File: src/rtl/fetch_pc_unit.sv
// fetch_pc_unit: program-counter generator and fetch-slot tracker for the IF
// stage. Drives the synchronous 1-cycle instruction memory address and keeps a
// registered pc/valid pair aligned with the instruction on the memory output,
// handling boot, stall, redirect, illegal-address faults and a fetch counter.
module fetch_pc_unit #(
    parameter logic [31:0] RESET_PC   = 32'h0000_0000,
    parameter int unsigned IMEM_WORDS = 1024
) (
    input  logic        clk,
    input  logic        rst,
    input  logic        stall_i,
    input  logic        redirect_i,
    input  logic [31:0] redirect_target_i,
    output logic [31:0] imem_pc_o,
    output logic [31:0] if_pc_o,
    output logic [31:0] if_pc_plus4_o,
    output logic        if_valid_o,
    output logic        fault_o,
    output logic [31:0] fault_addr_o,
    output logic [31:0] fetch_count_o
);

    // One bit wider than an address so 4*IMEM_WORDS itself is representable
    localparam logic [32:0] MEM_BYTES = 33'(IMEM_WORDS) << 2;

    typedef enum logic [1:0] {
        BOOT,
        RUN,
        FAULT
    } state_t;

    state_t      state;
    logic [31:0] pcPlus4;
    logic [31:0] runNext;
    logic        runNextOk;
    logic        targetOk;

    // A fetch address is usable only if word-aligned and inside the memory
    function automatic logic isLegal(input logic [31:0] addr);
        return (addr[1:0] == 2'b00) && ({1'b0, addr} < MEM_BYTES);
    endfunction

    assign pcPlus4       = if_pc_o + 32'd4;
    assign if_pc_plus4_o = pcPlus4;
    assign runNextOk     = isLegal(runNext);
    assign targetOk      = isLegal(redirect_target_i);

    // Pick the address we would like to fetch next while running: a redirect
    // beats a stall, and a stall re-reads the current word so the memory
    // output stays put for decode.
    always_comb begin
        runNext = pcPlus4;
        if (redirect_i) begin
            runNext = redirect_target_i;
        end else if (stall_i) begin
            runNext = if_pc_o;
        end
    end

    // Memory address: during reset and boot we point at the reset vector.
    // An illegal candidate is never presented; instead the current pc is
    // re-read so the memory port only ever sees legal addresses.
    always_comb begin
        imem_pc_o = if_pc_o;
        if (rst) begin
            imem_pc_o = RESET_PC;
        end else begin
            case (state)
                BOOT:    imem_pc_o = RESET_PC;
                RUN:     if (runNextOk) imem_pc_o = runNext;
                FAULT:   if (redirect_i && targetOk) imem_pc_o = redirect_target_i;
                default: imem_pc_o = if_pc_o;
            endcase
        end
    end

    // Fetch-slot state machine. The registered pc tracks whatever address
    // was handed to the memory last edge, so it always names the word that
    // is on the memory output now. The counter counts instructions that
    // decode actually took: live, not stalled, not killed by a redirect.
    always_ff @(posedge clk) begin
        if (rst) begin
            state         <= BOOT;
            if_pc_o       <= RESET_PC;
            if_valid_o    <= 1'b0;
            fault_o       <= 1'b0;
            fault_addr_o  <= 32'h0;
            fetch_count_o <= 32'h0;
        end else begin
            if (if_valid_o && !stall_i && !redirect_i) begin
                fetch_count_o <= fetch_count_o + 32'd1;
            end
            case (state)
                BOOT: begin
                    if_pc_o    <= RESET_PC;
                    if_valid_o <= 1'b1;
                    state      <= RUN;
                end
                RUN: begin
                    if (runNextOk) begin
                        if_pc_o    <= runNext;
                        if_valid_o <= 1'b1;
                    end else begin
                        if_valid_o   <= 1'b0;
                        fault_o      <= 1'b1;
                        fault_addr_o <= runNext;
                        state        <= FAULT;
                    end
                end
                FAULT: begin
                    if (redirect_i) begin
                        if (targetOk) begin
                            if_pc_o    <= redirect_target_i;
                            if_valid_o <= 1'b1;
                            fault_o    <= 1'b0;
                            state      <= RUN;
                        end else begin
                            fault_addr_o <= redirect_target_i;
                        end
                    end
                end
                default: begin
                    state <= BOOT;
                end
            endcase
        end
    end

endmodule

File: config.mk
export PLATFORM = sky130hd
export DESIGN_NAME = fetch_pc_unit
export DESIGN_NICKNAME = d
export VERILOG_FILES = /design/src/rtl/fetch_pc_unit.sv
export SDC_FILE = /design/constraint.sdc
export NUM_CORES = 1
export LEC_CHECK = 0
export CORE_MARGIN = 5
export CORE_UTILIZATION = 48
export DETAILED_ROUTE_END_ITERATION = 7
export PLACE_DENSITY = 0.82
export SYNTH_ARGS = -nofsm -noshare
export SYNTH_HDL_FRONTEND = slang
export SYNTH_SLANG_ARGS = --single-unit
File: constraint.sdc
create_clock -name clk -period 4.3 [get_ports clk]
set_input_delay 0.43 -clock clk [delete_from_list [all_inputs] [get_ports clk]]
set_output_delay 0.43 -clock clk [all_outputs]
set_load 0.01 [all_outputs]
==> metrics.txt <==
clk sinks=100; CTS tree=done; async set-reset flop share out of synthesis=0%; vias in the first global route=slightly below 7000; die area=0.0161 mm²; largest net degree at the start of global routing=65; PortBufs=around 200; Worst-Skew Late Latency=0.35 ns; Placer Congestion=0.968; wire length on met2=~11 mm; main flop type after synthesis=dfxtp_1; relative slew slack=between 30% and 40%; CP max FO=7; layout cells sized above 1=between 10 and 15%; cts bufs inserted=9; gr usage total=between 20 and 30%; via count=roughly 7200; 1st-pass router iterations=6; Hold Crit Depth=2; Die X=~130 µm; Overflow after GRT=0; DRT iter0 DRCs=754; Worst Hold Class=reg -> reg; routed length per instance=roughly 19 µm; fin crit period=about 4.2 ns; final period utilization=between 90% and 100%; Ports=around 200; pin slew with the least headroom to its limit=0.920 ns; Lkg Pwr=3.51 nW; ANT cells=0; Root Driver=clkbuf_16; Syn Std Cell Area=between 0.006 and 0.007 mm²; WL met3=approximately 2.6 mm; area grow syn2layout=43.3%; final count of negative-setup-slack endpoints=0; Crit. End Element=output pin; total core area=0.0133 mm²; Setup crit start kind=input port; total of max-cap violations=0; Peak VDD IR=0.217 mV; Synth cell types=67; Gate Count Post-Synth=roughly 800; synthesis-stage register bit count=100; wl on met1=between 9 and 10 mm; initial core utilization=between 40% and 50%; Critical Path RT=3.87 ns; Crit Path Category=in -> out; sequential area share after synthesis=30.5%; fill count=between 1000 and 1500; Post-DP HPWL=roughly 17 mm; Final Slew Violations=0; number of core rows=42; Final Non-Filler Cells=1215; Final nets=1076; Detailed Route WL=between 20 and 25 mm; Hold Violations, Final=0; drt drc=0; Syn. warnings=0; initial antenna violation count=0; Post-Syn Area per Cell=~8 µm²; Clock Tree Buf Depth=2; placed cell count=1188; top sig layer=met4; Worst Reg-to-Reg Cells=11; top cells by area, synth=dfxtp_1 31%, xor2_1 5.6%, nor2_1 5.0%; most common cell in the synthesized netlist=dfxtp_1; syn_nets=between 800 and 900; hold buffer count at cts=0; Critical Path AT=~3.8 ns; first-pass GRT wire length=roughly 36 mm; chip height=~130 µm; Post-synth EDFFs=0; Yosys top cell area share=a little over 30%; clock transition at the registers of the reported paths=0.07 ns; clk_skew=just over 0.01 ns; area leader, netlist=dfxtp_1; Cell Pwr Density=around 360 mW/mm²; outcome=complete, no violations; ANT nets after route=0; FMAX=approximately 240 MHz; Min Hold Slack=between 0.4 and 0.5 ns; # H-tree levels=3; Synth top cells by count=100 x dfxtp_1, 88 x nor2_1, 76 x nand2_1, 42 x xor2_1, 37 x xnor2_1; Via density=about 6
[placed cells by master (no fill, tap or decap), types with 3 or more instances in the layout]
master and n:
nor2b_1 4, nor2_1 88, xor2_1 41, and3_1 16, o31ai_1 8, o221ai_1 6
xnor2_1 36, a21oi_1 25, a211oi_2 6, nand2_1 76, and4_1 8, o21a_1 5
and2_1 27, mux2i_1 21, o211ai_1 13, clkbuf_16 9, dlygate4sd2_1 9, or4_1 3
o31a_1 9, dfxtp_2 5, nand3_1 30, or2_2 3, nand2b_1 4, or3_1 6
ha_1 5, nor4_2 4, buf_4 80, o211a_1 9, o21ai_0 33, nor2_2 3
clkdlybuf4s50_1 186, a311oi_2 3, inv_1 9, nand4_1 20, a31oi_1 19, buf_12 3
nor4_1 17, nor3_1 22, nor3b_1 22, dfxtp_1 95
[report_power, final]
part	total [W]	internal [W]	switching (W)
Sequential	0.00114	0.00106	0.0000832
Clock	0.000902	0.000520	0.000381
Combinational	0.00134	0.000567	0.000778
Total	0.00339	0.00215	0.00124
[through the flow]
stage	setup slack, ns	total power, W	TNS, ns	cell area, µm²	util (%)
after floorplan	0.604	0.00201	0	6560	-
after global placement	-0.0968	0.00246	-0.410	8900	66.7
after detailed placement	-0.179	0.00248	-1.91	8900	66.7
after CTS	0.0690	0.00339	0	9310	69.7
after global routing	-0.0986	0.00356	-1.86	9410	70.5
final	0.0538	0.00339	0	9410	70.5
[flip-flops by register name, indices dropped and copies added, names as in the netlist]
signal / count
fault_o: 1
if_pc_o: 32
if_valid_o: 1
fetch_count_o: 32
state: 2
fault_addr_o: 32
[path summary, 6_finish.rpt]
path | endpoint | slack [ns] | start
setup reg to reg | fault_addr_o[22] | 0.79 | if_pc_o[10]
setup / recovery | imem_pc_o[6] | 0.05 | stall_i
hold / removal | fault_addr_o[12] | 0.47 | fault_addr_o[12]
hold reg to reg | fault_addr_o[12] | 0.47 | fault_addr_o[12]
[area by class of cell]
class,instances,area (µm²),share of cell area [%]
Inverter,10,37.5,0.399
Clock buffer,9,225,2.39
Multi-Input combinational cell,632,4190,44.5
Tap cell,176,220,2.34
Clock inverter,7,105,1.12
Timing Repair Buffer,281,2620,27.9
Sequential cell,100,2010,21.4
[worst max-delay path, stage by stage]
cell	delay, ns
clkdlybuf4s50_1	0.46
nand4b_1	0.27
buf_4	0.20
buf_4	0.14
nor4_4	0.17
buf_4	0.18
nand3_1	0.09
xor2_1	0.24
a41o_1	0.26
nand4_1	0.16
buf_4	0.20
buf_4	0.16
nor4_1	0.25
a31oi_1	0.10
a31oi_1	0.22
dlygate4sd2_1	0.29
[metal layers]
| layer | global-route usage (%) | up-vias |
|---|---|---|
| met2 | 44.4 | 422 |
| met3 | 8.79 | 63 |
| li1 | - | 3355 |
| met4 | 8.64 | 0 |
| met1 | 36.1 | 3384 |
| met5 | 0 | - |
[logic make-up (layout without fill, tap and decap cells)]
kind of cell | after synthesis | after routing | share of synthesized area, %
AND/OR/NAND/NOR | 368 | 368 | 29.6
XOR/XNOR | 79 | 79 | 10.5
AO/OA/AOI/OAI | 157 | 157 | 17.6
multiplexers | 22 | 22 | 3.37
buffers and inverters | 88 | 307 | 7.26
flip-flops | 100 | 100 | 30.5
adder cells (fa/ha/maj) | 6 | 6 | 1.14
[what timing repair did]
item	in CTS	in global routing
gates resized for setup	21	14
endpoints found under the setup margin	32	32
pin swaps	3	7
buffers inserted	5	6
endpoints found under the hold margin	0	0
(Power assumes the default switching activity.)
